$ cat src/rtl/sdram_port_arbiter_pkg.sv
// Shared types and sizing helpers for the SDRAM port arbiter.
package sdram_arb_pkg;

  typedef enum logic [1:0] {
    IDLE,
    DL,
    CPU
  } arb_state_t;

  function automatic int unsigned fifo_ptr_w(input int unsigned depth);
    return (depth > 1) ? unsigned'($clog2(depth)) : 1;
  endfunction

  function automatic int unsigned fifo_cnt_w(input int unsigned depth);
    return unsigned'($clog2(depth)) + 1;
  endfunction

endpackage

$ cat src/rtl/sdram_port_arbiter_if.sv
// Downloader, CPU and SDRAM command signals seen by the arbiter.
interface sdram_port_arbiter_if #(
  parameter int unsigned ADDR_W = 25,
  parameter int unsigned DATA_W = 8
);
  logic              dl_downloading;
  logic              dl_wr;
  logic [ADDR_W-1:0] dl_addr;
  logic [DATA_W-1:0] dl_data;
  logic              cpu_req;
  logic              cpu_we;
  logic [ADDR_W-1:0] cpu_addr;
  logic [DATA_W-1:0] cpu_din;
  logic [DATA_W-1:0] cpu_dout;
  logic              cpu_ack;
  logic              cpu_wait;
  logic              mem_req;
  logic              mem_we;
  logic [ADDR_W-1:0] mem_addr;
  logic [DATA_W-1:0] mem_din;
  logic [DATA_W-1:0] mem_dout;
  logic              mem_ack;
  logic              dl_busy;
  logic              overflow;

  // Environment side: downloader, CPU and the SDRAM controller.
  modport master (
    output dl_downloading, dl_wr, dl_addr, dl_data,
    output cpu_req, cpu_we, cpu_addr, cpu_din,
    output mem_dout, mem_ack,
    input  cpu_dout, cpu_ack, cpu_wait,
    input  mem_req, mem_we, mem_addr, mem_din,
    input  dl_busy, overflow
  );

  // Arbiter side.
  modport slave (
    input  dl_downloading, dl_wr, dl_addr, dl_data,
    input  cpu_req, cpu_we, cpu_addr, cpu_din,
    input  mem_dout, mem_ack,
    output cpu_dout, cpu_ack, cpu_wait,
    output mem_req, mem_we, mem_addr, mem_din,
    output dl_busy, overflow
  );
endinterface

$ cat src/rtl/sdram_port_arbiter_fifo.sv
// Small synchronous FIFO absorbing downloader write strobes ({addr, data}).
module dl_write_fifo
  import sdram_arb_pkg::*;
#(
  parameter  int unsigned WIDTH = 33,
  parameter  int unsigned DEPTH = 4,
  localparam int unsigned PTR_W = fifo_ptr_w(DEPTH),
  localparam int unsigned CNT_W = fifo_cnt_w(DEPTH)
) (
  input  logic             clk,
  input  logic             reset,
  input  logic             push,
  input  logic [WIDTH-1:0] push_data,
  input  logic             pop,
  output logic [WIDTH-1:0] pop_data,
  output logic             full,
  output logic             empty,
  output logic [CNT_W-1:0] count
);

  logic [WIDTH-1:0] store [DEPTH];
  logic [PTR_W-1:0] wr_ptr;
  logic [PTR_W-1:0] rd_ptr;
  logic             do_push;
  logic             do_pop;

  assign full     = (count == CNT_W'(DEPTH));
  assign empty    = (count == '0);
  assign do_pop   = pop && !empty;
  // A push into a full FIFO still lands when the head leaves in the same cycle.
  assign do_push  = push && (!full || do_pop);
  assign pop_data = store[rd_ptr];

  always_ff @(posedge clk or posedge reset) begin
    if (reset) begin
      wr_ptr <= '0;
      rd_ptr <= '0;
      count  <= '0;
    end else begin
      if (do_push) wr_ptr <= wr_ptr + PTR_W'(1);
      if (do_pop)  rd_ptr <= rd_ptr + PTR_W'(1);
      count <= count + CNT_W'(do_push) - CNT_W'(do_pop);
    end
  end

  always_ff @(posedge clk) begin
    if (do_push) store[wr_ptr] <= push_data;
  end

endmodule

$ cat src/rtl/sdram_port_arbiter.sv
// Arbitrates the SDRAM command port between buffered downloader writes and the CPU.
module sdram_port_arbiter
  import sdram_arb_pkg::*;
#(
  parameter int unsigned ADDR_W     = 25,
  parameter int unsigned DATA_W     = 8,
  parameter int unsigned FIFO_DEPTH = 4
) (
  input  logic                  clk,
  input  logic                  reset,
  sdram_port_arbiter_if.slave   bus
);

  localparam int unsigned ENTRY_W = ADDR_W + DATA_W;
  localparam int unsigned CNT_W   = fifo_cnt_w(FIFO_DEPTH);

  arb_state_t        state_q, state_n;
  logic              mem_req_q, mem_req_n;
  logic              mem_we_q, mem_we_n;
  logic [ADDR_W-1:0] mem_addr_q, mem_addr_n;
  logic [DATA_W-1:0] mem_din_q, mem_din_n;
  logic              cpu_ack_q, cpu_ack_n;
  logic [DATA_W-1:0] cpu_dout_q, cpu_dout_n;
  logic              overflow_q, overflow_n;
  logic              dl_prev_q;

  logic               fifo_pop;
  logic               fifo_full;
  logic               fifo_empty;
  logic [CNT_W-1:0]   fifo_count;
  logic [ENTRY_W-1:0] fifo_head;
  logic               drop;
  logic               dl_rise;

  dl_write_fifo #(
    .WIDTH (ENTRY_W),
    .DEPTH (FIFO_DEPTH)
  ) u_fifo (
    .clk       (clk),
    .reset     (reset),
    .push      (bus.dl_wr),
    .push_data ({bus.dl_addr, bus.dl_data}),
    .pop       (fifo_pop),
    .pop_data  (fifo_head),
    .full      (fifo_full),
    .empty     (fifo_empty),
    .count     (fifo_count)
  );

  assign drop    = bus.dl_wr && fifo_full && !fifo_pop;
  assign dl_rise = bus.dl_downloading && !dl_prev_q;

  always_comb begin
    state_n    = state_q;
    mem_req_n  = mem_req_q;
    mem_we_n   = mem_we_q;
    mem_addr_n = mem_addr_q;
    mem_din_n  = mem_din_q;
    cpu_dout_n = cpu_dout_q;
    cpu_ack_n  = 1'b0;
    fifo_pop   = 1'b0;

    case (state_q)
      IDLE: begin
        mem_req_n = 1'b0;
        if (!fifo_empty) begin
          fifo_pop   = 1'b1;
          mem_addr_n = fifo_head[ENTRY_W-1:DATA_W];
          mem_din_n  = fifo_head[DATA_W-1:0];
          mem_we_n   = 1'b1;
          mem_req_n  = 1'b1;
          state_n    = DL;
        end else if (!bus.dl_downloading && bus.cpu_req) begin
          mem_addr_n = bus.cpu_addr;
          mem_din_n  = bus.cpu_din;
          mem_we_n   = bus.cpu_we;
          mem_req_n  = 1'b1;
          state_n    = CPU;
        end
      end
      DL: begin
        if (bus.mem_ack) begin
          mem_req_n = 1'b0;
          mem_we_n  = 1'b0;
          state_n   = IDLE;
        end
      end
      CPU: begin
        if (bus.mem_ack) begin
          mem_req_n = 1'b0;
          cpu_ack_n = 1'b1;
          if (!mem_we_q) cpu_dout_n = bus.mem_dout;
          state_n = IDLE;
        end
      end
      default: state_n = IDLE;
    endcase

    // A drop in the same cycle as a new download start keeps the flag set.
    overflow_n = overflow_q;
    if (drop)         overflow_n = 1'b1;
    else if (dl_rise) overflow_n = 1'b0;
  end

  always_ff @(posedge clk or posedge reset) begin
    if (reset) begin
      state_q    <= IDLE;
      mem_req_q  <= 1'b0;
      mem_we_q   <= 1'b0;
      mem_addr_q <= '0;
      mem_din_q  <= '0;
      cpu_ack_q  <= 1'b0;
      cpu_dout_q <= '0;
      overflow_q <= 1'b0;
      dl_prev_q  <= 1'b0;
    end else begin
      state_q    <= state_n;
      mem_req_q  <= mem_req_n;
      mem_we_q   <= mem_we_n;
      mem_addr_q <= mem_addr_n;
      mem_din_q  <= mem_din_n;
      cpu_ack_q  <= cpu_ack_n;
      cpu_dout_q <= cpu_dout_n;
      overflow_q <= overflow_n;
      dl_prev_q  <= bus.dl_downloading;
    end
  end

  assign bus.mem_req  = mem_req_q;
  assign bus.mem_we   = mem_we_q;
  assign bus.mem_addr = mem_addr_q;
  assign bus.mem_din  = mem_din_q;
  assign bus.cpu_ack  = cpu_ack_q;
  assign bus.cpu_dout = cpu_dout_q;
  assign bus.overflow = overflow_q;
  assign bus.cpu_wait = bus.cpu_req && (state_q != CPU) && !cpu_ack_q;
  assign bus.dl_busy  = bus.dl_downloading || (fifo_count != '0) || (state_q == DL);

endmodule

$ cat src/flat_wrapper.sv
// flat-port wrapper written by rule: the top's interface ports become plain ports
module sdram_port_arbiter_flat import sdram_arb_pkg::*;
#(
  parameter int unsigned ADDR_W     = 25,
  parameter int unsigned DATA_W     = 8,
  parameter int unsigned FIFO_DEPTH = 4
)
  (clk, reset, bus_dl_downloading, bus_dl_wr, bus_dl_addr, bus_dl_data, bus_cpu_req, bus_cpu_we, bus_cpu_addr, bus_cpu_din, bus_mem_dout, bus_mem_ack, bus_cpu_dout, bus_cpu_ack, bus_cpu_wait, bus_mem_req, bus_mem_we, bus_mem_addr, bus_mem_din, bus_dl_busy, bus_overflow);
  sdram_port_arbiter_if #(.ADDR_W(ADDR_W), .DATA_W(DATA_W)) bus_i ();
  input  logic clk;
  input  logic reset;
  input wire logic [$bits(bus_i.dl_downloading)-1:0] bus_dl_downloading;
  input wire logic [$bits(bus_i.dl_wr)-1:0] bus_dl_wr;
  input wire logic [$bits(bus_i.dl_addr)-1:0] bus_dl_addr;
  input wire logic [$bits(bus_i.dl_data)-1:0] bus_dl_data;
  input wire logic [$bits(bus_i.cpu_req)-1:0] bus_cpu_req;
  input wire logic [$bits(bus_i.cpu_we)-1:0] bus_cpu_we;
  input wire logic [$bits(bus_i.cpu_addr)-1:0] bus_cpu_addr;
  input wire logic [$bits(bus_i.cpu_din)-1:0] bus_cpu_din;
  input wire logic [$bits(bus_i.mem_dout)-1:0] bus_mem_dout;
  input wire logic [$bits(bus_i.mem_ack)-1:0] bus_mem_ack;
  output wire logic [$bits(bus_i.cpu_dout)-1:0] bus_cpu_dout;
  output wire logic [$bits(bus_i.cpu_ack)-1:0] bus_cpu_ack;
  output wire logic [$bits(bus_i.cpu_wait)-1:0] bus_cpu_wait;
  output wire logic [$bits(bus_i.mem_req)-1:0] bus_mem_req;
  output wire logic [$bits(bus_i.mem_we)-1:0] bus_mem_we;
  output wire logic [$bits(bus_i.mem_addr)-1:0] bus_mem_addr;
  output wire logic [$bits(bus_i.mem_din)-1:0] bus_mem_din;
  output wire logic [$bits(bus_i.dl_busy)-1:0] bus_dl_busy;
  output wire logic [$bits(bus_i.overflow)-1:0] bus_overflow;
  assign bus_i.dl_downloading = bus_dl_downloading;
  assign bus_i.dl_wr = bus_dl_wr;
  assign bus_i.dl_addr = bus_dl_addr;
  assign bus_i.dl_data = bus_dl_data;
  assign bus_i.cpu_req = bus_cpu_req;
  assign bus_i.cpu_we = bus_cpu_we;
  assign bus_i.cpu_addr = bus_cpu_addr;
  assign bus_i.cpu_din = bus_cpu_din;
  assign bus_i.mem_dout = bus_mem_dout;
  assign bus_i.mem_ack = bus_mem_ack;
  assign bus_cpu_dout = bus_i.cpu_dout;
  assign bus_cpu_ack = bus_i.cpu_ack;
  assign bus_cpu_wait = bus_i.cpu_wait;
  assign bus_mem_req = bus_i.mem_req;
  assign bus_mem_we = bus_i.mem_we;
  assign bus_mem_addr = bus_i.mem_addr;
  assign bus_mem_din = bus_i.mem_din;
  assign bus_dl_busy = bus_i.dl_busy;
  assign bus_overflow = bus_i.overflow;
  sdram_port_arbiter #(.ADDR_W(ADDR_W), .DATA_W(DATA_W), .FIFO_DEPTH(FIFO_DEPTH)) u_core (.clk(clk), .reset(reset), .bus(bus_i));
endmodule
$ cat config.mk
export PLATFORM = sky130hd
export DESIGN_NAME = sdram_port_arbiter_flat
export DESIGN_NICKNAME = d
export VERILOG_FILES = /design/src/rtl/sdram_port_arbiter_pkg.sv /design/src/rtl/sdram_port_arbiter_if.sv /design/src/rtl/sdram_port_arbiter_fifo.sv /design/src/rtl/sdram_port_arbiter.sv /design/src/flat_wrapper.sv
export SDC_FILE = /design/constraint.sdc
export NUM_CORES = 1
export LEC_CHECK = 0
export BUFFER_PORTS_ARGS = -buffer_cell sky130_fd_sc_hd__buf_2
export CAP_MARGIN = 0
export CORE_MARGIN = 4
export CORE_UTILIZATION = 35
export DETAILED_ROUTE_END_ITERATION = 8
export GPL_TIMING_DRIVEN = 0
export PLACE_DENSITY_LB_ADDON = 0.3
export SLEW_MARGIN = 5
export SYNTH_ARGS = -nofsm -noshare
export SYNTH_HDL_FRONTEND = slang
export SYNTH_SLANG_ARGS = --single-unit
$ cat constraint.sdc
create_clock -name clk -period 2.5 [get_ports clk]
set_input_delay 0.5 -clock clk [delete_from_list [all_inputs] [get_ports clk]]
set_output_delay 0.5 -clock clk [all_outputs]
set_load 0.05 [all_outputs]
==> results_dict.tcl, run 1 <==
set metrics [dict create \
    post-route-period-util_pct 97.8 \
    cts_hold_buf 0 \
    critPathLaunch "u_core.u_fifo.count[2]" \
    yosys.area.top_type_share_pct 52.8 \
    clk_latency_ps 430 \
    finalSetupViolations 0 \
    synth_cells 413 \
    setup-tns-final_ps 0 \
    ys_ff_latch 187 \
    critPathMaxStageDelay_ps 440 \
    nets 662 \
    ys_seq_area_share_pct 71.1 \
    dr.pass1.iters 6 \
    r2r-end "u_core.u_fifo.count[2]" \
    synth_warnings 0 \
    grt_pass1_wl_mm 26.8 \
    hold_viol 0 \
    io_buffers 127 \
    fp.dieH_um 155 \
    antenna_found_initial 3 \
    ir_drop_mv 0.650 \
    power_density_nw_per_um2 1340 \
    vias 4309 \
    synth_async_sr_flop_share_pct 29.4 \
    reg2reg_depth 9 \
    synthesis.nets 504 \
    fin_crit_ps 2450 \
    vias_per_cell 5.02 \
    slew_headroom_pct 50.3 \
    finalPower_w 0.0124 \
    clockBufferDepth 2 \
    slew_violations 0 \
    yosys-top-cells-area "edfxtp_1, dfrtp_1, mux4_2, o211a_1, or4_1" \
    cap_violations 0 \
    fin_skew_ps 26.1 \
    die_w_um 155 \
    drt-total-wl_mm 17.3 \
    synth_area_um2 7510 \
    drt_iter0_markers 268 \
    tightest_slew_ps 745 \
    grt_usage_pct 14.7 \
    gr-total-overflow 0 \
    dp_slack_ps -710 \
    cp-start-kind "register" \
    hold_path.class "in2async" \
    cts_root_buffer "clkbuf_16" \
    netlist.top_cell.by_area "edfxtp_1" \
    synth.most_common_cell "edfxtp_1" \
    cts_htree_levels 4 \
    gp_congestion 0.764 \
    crit_fanout 18 \
    grt_pass1_vias 4718 \
    whs_ps 201 \
    crit_arrival_ps 1950 \
    numCtsBuffers 17 \
    crit_chain "or3_4 -> buf_8 -> or3_1 -> buf_4" \
    synth.distinct_cells 36 \
    area_growth_pct 23.8 \
    core_um2 21100 \
    path_clk_slew_ps 70 \
    start_util_pct 35.6 \
    r2r_slack_ps 110 \
    required_ps 2000 \
    drive_above_1_share_pct 45.7 \
    drt.antenna.violating_nets 0 \
    netlist_top_cells_count "edfxtp_1, dfrtp_1" \
    syn_avg_cell_area_um2 18.2 \
    clock-sinks 187 \
    status "complete, no violations" \
    wire_per_inst_um 20.2 \
    ys.flop_type "edfxtp_1" \
    finalCoreUtilization_pct 44.1 \
    p_leak_nw 3.57 \
    ios 128 \
    synth_edf_count 132 \
    grt_max_degree 29 \
    r2r_start "u_core.u_fifo.count[2]" \
    drc 0 \
    rows 53 \
    cp_slowest_cell "dfrtp_2" \
    end_kind "primary output" \
    detailed_place_hpwl_mm 11.8 \
    antenna_cells 0 \
    grt_setup_unrepaired "false" \
    setup_slack_ps 54.8 \
    cts_tree "done" \
    cp-endpoint "bus_dl_busy" \
    crit_type "reg2out" \
    fmax_mhz 409 \
    die-area_um2 23900 \
]
through the flow:
stage | area, µm² | instances
2_1_floorplan | 7510 | 413
3_3_place_gp | 8490 | 815
3_5_place_dp | 8600 | 820
4_1_cts | 9230 | 852
5_1_grt | 9300 | 859
6_report | 9300 | 859
report_power, final:
| part | internal, W | leakage [nW] | switching [W] |
|---|---|---|---|
| clock | 0.00158 | 0.295 | 0.00114 |
| combinational | 0.00195 | 1.42 | 0.00319 |
| sequential | 0.00425 | 1.85 | 0.000329 |
final cells by class:
type | count | area [µm²]
multi-input cells | 189 | 2060
plain buffers | 24 | 111
well taps | 275 | 344
clock inverters | 15 | 173
clock buffers | 17 | 425
flip-flops and latches | 187 | 5340
repair buffers | 140 | 798
fillers | 1882 | 11800
inverters | 12 | 45.0
logic make-up after synthesis:
kind of cell               Yosys count  synth area share [%]
xor gates and xnor gates             5                 0.583
and+or+nand+nor                     87                  7.76
buffers and inverters               37                  2.07
DFF                                187                  71.1
muxes                               42                  11.2
AOI/OAI and AO/OA                   45                  5.50
adders and majority gates           10                  1.77
state kept, by name, summed over array words and instances, names as in the netlist, 2 cells and up:
signal	cells
u_core.bus.mem_din	8
u_core.u_fifo.wr_ptr	2
u_core.u_fifo.store	132
u_core.u_fifo.count	3
u_core.u_fifo.rd_ptr	2
u_core.state_q	2
u_core.bus.cpu_dout	8
u_core.bus.mem_addr	25
worst min path at each step:
stage / from / to / slack (ps) / cells after the start
4_1_cts: reset / u_core.bus.cpu_dout[4] / 200 / 2
3_3_place_gp: u_core.bus.cpu_dout[4] / u_core.bus.cpu_dout[4] / 480 / 1
2_1_floorplan: u_core.dl_prev_q / u_core.bus.overflow / 520 / 2
5_1_grt: reset / u_core.bus.cpu_dout[7] / 240 / 2
3_5_place_dp: u_core.bus.cpu_dout[3] / u_core.bus.cpu_dout[3] / 490 / 1
6_report: reset / u_core.bus.cpu_dout[7] / 200 / 2
cells in the final DEF, fill, tap and decap left out, types with 3 or more instances in the layout:
| cell | Yosys | routed |
|---|---|---|
| ha_1 | 9 | 8 |
| or2_2 | 33 | 33 |
| edfxtp_1 | 132 | 132 |
| clkinv_1 | 0 | 4 |
| buf_4 | 0 | 9 |
| bufinv_16 | 0 | 3 |
| dfrtp_1 | 55 | 52 |
| mux4_2 | 33 | 33 |
| clkinv_4 | 0 | 3 |
| inv_1 | 12 | 11 |
| clkbuf_1 | 17 | 15 |
| or4_1 | 33 | 33 |
| clkbuf_2 | 3 | 4 |
| o211a_1 | 33 | 33 |
| nand2b_1 | 4 | 4 |
| buf_12 | 0 | 5 |
| clkbuf_16 | 0 | 17 |
| mux2_2 | 9 | 9 |
| and2_2 | 0 | 4 |
| buf_2 | 4 | 130 |
| dfrtp_2 | 0 | 3 |
| xnor2_1 | 4 | 4 |
metal layers:
layer	GRT usage (%)	routed length, µm	up-vias
met3	4.31	1090	14
met1	20.0	7490	2190
met2	23.5	8590	139
met4	3.62	116	6
met5	0	29	-
li1	-	-	1960
what timing repair did:
action / in CTS / in global routing
endpoints found under the setup margin: 120 / 8
resized for setup: 10 / 5
pin swaps: 0 / 1
buffers inserted: 1 / 7
worst max-delay path: cells and delay by family (launching register included):
| family | cells | cell delay [ps] |
|---|---|---|
| buffers and inverters | 2 | 370 |
| DFF | 1 | 440 |
| and+or+nand+nor | 2 | 700 |
No activity file was read; power rests on OpenSTA's default activity.
==> run 2: changes to the inputs <==
--- a/config.mk
+++ b/config.mk
@@ -15,4 +15,5 @@
 export SLEW_MARGIN = 5
 export SYNTH_ARGS = -nofsm -noshare
 export SYNTH_HDL_FRONTEND = slang
+export SYNTH_HIERARCHICAL = 1
 export SYNTH_SLANG_ARGS = --single-unit
==> results_dict.tcl, run 2 <==
set metrics [dict create \
    status "complete, no violations" \
    crit_arrival_ps 2720 \
    slew_headroom_pct 59.8 \
    wire_per_inst_um 18.7 \
    cpMostUsedCell "xnor2_1" \
    p_switching_w 0.00474 \
    vias_per_cell 4.72 \
    synth_area_um2 7670 \
    netlist_top_cells_count "edfxtp_1, dfrtp_1, mux2_2" \
    p_leak_nw 3.66 \
    sw_frac_of_total_pct 36.5 \
    synth_warnings 6 \
    synth_cells 372 \
    final_cell_mix "buf_2, edfxtp_1, dfrtp_1" \
    cpLargestDelayFamily "adder cells" \
    die-area_um2 24300 \
    yosys-top-cells-area "edfxtp_1, dfrtp_1, mux4_2, mux2_2, mux2_4" \
    gp_congestion 0.699 \
    reg2reg_depth 10 \
    grt_pass1_vias 4273 \
    post-route-period-util_pct 95.5 \
    synth_edf_count 132 \
    fin_crit_ps 2390 \
    start_util_pct 36.0 \
    yosys.area.top_type_share_pct 51.7 \
    die_w_um 156 \
    cts_root_buffer "clkbuf_16" \
    clk_latency_ps 420 \
    antenna_found_initial 0 \
    cts_tree "done" \
    syn_avg_cell_area_um2 20.6 \
    place_inst 775 \
    fin_skew_ps 6.98 \
    crit_type "reg2reg" \
    power_density_nw_per_um2 1390 \
    end_kind "register" \
    core_um2 21300 \
    crit_fanout 5 \
    cts_htree_levels 4 \
    gr-total-overflow 0 \
    detailed_place_hpwl_mm 10.1 \
    layout_commonest_cell "buf_2" \
    synth.most_common_cell "edfxtp_1" \
    hold_viol 0 \
    slew_violations 0 \
    cap_violations 0 \
    power.internal_w 0.00824 \
    fp.dieH_um 156 \
    drc 0 \
    finalPower_w 0.0130 \
    ys.flop_type "edfxtp_1" \
    drt.antenna.violating_nets 0 \
    numCtsBuffers 17 \
    rows 53 \
    ys_seq_area_share_pct 69.6 \
    critPathMaxStageDelay_ps 470 \
    dr.pass1.iters 4 \
    path_clk_slew_ps 70 \
    grt_pass1_wl_mm 23.7 \
    layout.cells.non_filler 812 \
    pwr-share-comb_pct 44.5 \
    r2r_start "u_core/u_fifo/count[0]" \
    hold_path.class "in2async" \
    nets 614 \
    required_ps 2840 \
    grt_usage_pct 13.1 \
    vias 3834 \
    drive_above_1_share_pct 56.3 \
    drt-total-wl_mm 15.2 \
    r2r_slack_ps 110 \
    largest_reg_flops 132 \
    clock-sinks 187 \
    area_growth_pct 21.4 \
    tightest_slew_ps 603 \
    netlist.top_cell.by_area "edfxtp_1" \
    cp-start-kind "register" \
    top_register "u_core/u_fifo/store" \
    seqPwrFrac_pct 35.6 \
    synth.distinct_cells 33 \
    ir_drop_mv 0.679 \
    synthesis.nets 464 \
    clockBufferDepth 2 \
    grt_max_degree 34 \
    power_frac_clock_pct 19.9 \
    r2r-end "u_core/u_fifo/count[2]" \
    ios 128 \
    crit_chain "nor3_4 -> buf_6 -> nor2b_4 -> o31ai_4 -> or2_1 -> a21bo_1 -> ha_1 -> fa_1 -> xnor2_1 -> xnor2_1" \
    synth_async_sr_flop_share_pct 29.4 \
    fmax_mhz 419 \
    cp_slowest_cell "dfrtp_2" \
    ys_ff_latch 187 \
    drt_iter0_markers 130 \
    finalSetupViolations 0 \
    io_buffers 127 \
    critPathBufInv 1 \
]
run 2: cell count changes after synthesis, moves of 3 or more:
cell,before,now
o211a_1,33,0
clkbuf_2,3,0
buf_6,1,10
clkbuf_1,17,0
or2_2,33,0
mux2_4,0,27
or4_1,33,0
mux2_2,9,49
run 2: cell type report:
class | count | area, µm²
Clock inverter | 14 | 134
Fill cell | 1880 | 12000
Antenna cell | 2 | 5.00
Timing Repair Buffer | 131 | 678
Multi-Input combinational cell | 157 | 2190
Tap cell | 275 | 344
Buffer | 16 | 143
Inverter | 12 | 45.0
Clock buffer | 18 | 429
Sequential cell | 187 | 5340
run 2: worst register-to-register path, stage by stage, from the launching register on:
cell and delay (ps):
dfrtp_2 470, nor3_4 260, buf_6 150, nor2b_4 50, o31ai_4 80, or2_1 180, a21bo_1 210, ha_1 190
fa_1 370, xnor2_1 200, xnor2_1 130
run 2: cells by family (layout without fill, tap and decap cells):
logic type / after synthesis / count (layout) / synth area share [%]
adders and majority gates: 11 / 11 / 1.89
and+or+nand+nor: 19 / 19 / 1.66
AOI/OAI and AO/OA: 11 / 11 / 1.34
xor gates and xnor gates: 5 / 5 / 0.571
buffers and inverters: 28 / 191 / 2.45
other: 0 / 2 / 0
muxes: 111 / 111 / 22.4
DFF: 187 / 187 / 69.6
run 2: routing by layer:
| layer | share of wire (%) | up-vias | GRT usage, % |
|---|---|---|---|
| met5 | 0 | - | 0 |
| met2 | 52 | 82 | 22.6 |
| met3 | 4.9 | 7 | 3.86 |
| li1 | - | 1759 | - |
| met4 | 0.67 | 0 | 3.50 |
| met1 | 43 | 1986 | 16.0 |
run 2: timing repair:
item / 4_1_cts / 5_1_grt
pin swaps: 2 / 3
hold buffers: 0 / 0
buffers inserted: 2 / 1
resized for setup: 7 / 5
setup endpoints to repair: 134 / 134
run 2: power groups by stage:
stage | registers, W | clock network (W) | logic [W]
after floorplan | 0.00586 | 0 | 0.00325
after global placement | 0.00462 | 0 | 0.00567
after detailed placement | 0.00469 | 0 | 0.00581
after CTS | 0.00462 | 0.00267 | 0.00587
after global routing | 0.00472 | 0.00283 | 0.00619
final | 0.00462 | 0.00258 | 0.00578
run 2: stage by stage:
stage / utilization (%) / worst slack, ps / cell area (µm²) / setup TNS, ps / hold WS, ps
after floorplan: - / 78.3 / 7680 / 0 / 303
after global placement: 40.7 / -235 / 8660 / -27300 / 472
after detailed placement: 40.8 / -367 / 8680 / -47150 / 485
after CTS: 43.6 / 8.32 / 9280 / 0 / 32.6
after global routing: 43.7 / -6.15 / 9300 / -6.15 / 32.9
final: 43.7 / 114 / 9310 / 0 / 39.3
run 2: how the worst max path moves through the flow:
stage / from / endpoint / slack [ps] / cells past startpoint
floorplan: u_core/u_fifo/count[1] / u_core/u_fifo/count[2] / 80 / 10
global placement: u_core/u_fifo/count[1] / u_core/u_fifo/count[2] / -240 / 10
detailed placement: u_core/state_q[0] / u_core/u_fifo/store[1][23] / -370 / 6
CTS: u_core/u_fifo/count[2] / u_core/u_fifo/count[2] / 8 / 10
global route: u_core/u_fifo/count[0] / u_core/u_fifo/count[2] / -6 / 10
finish: u_core/u_fifo/count[0] / u_core/u_fifo/count[2] / 110 / 10
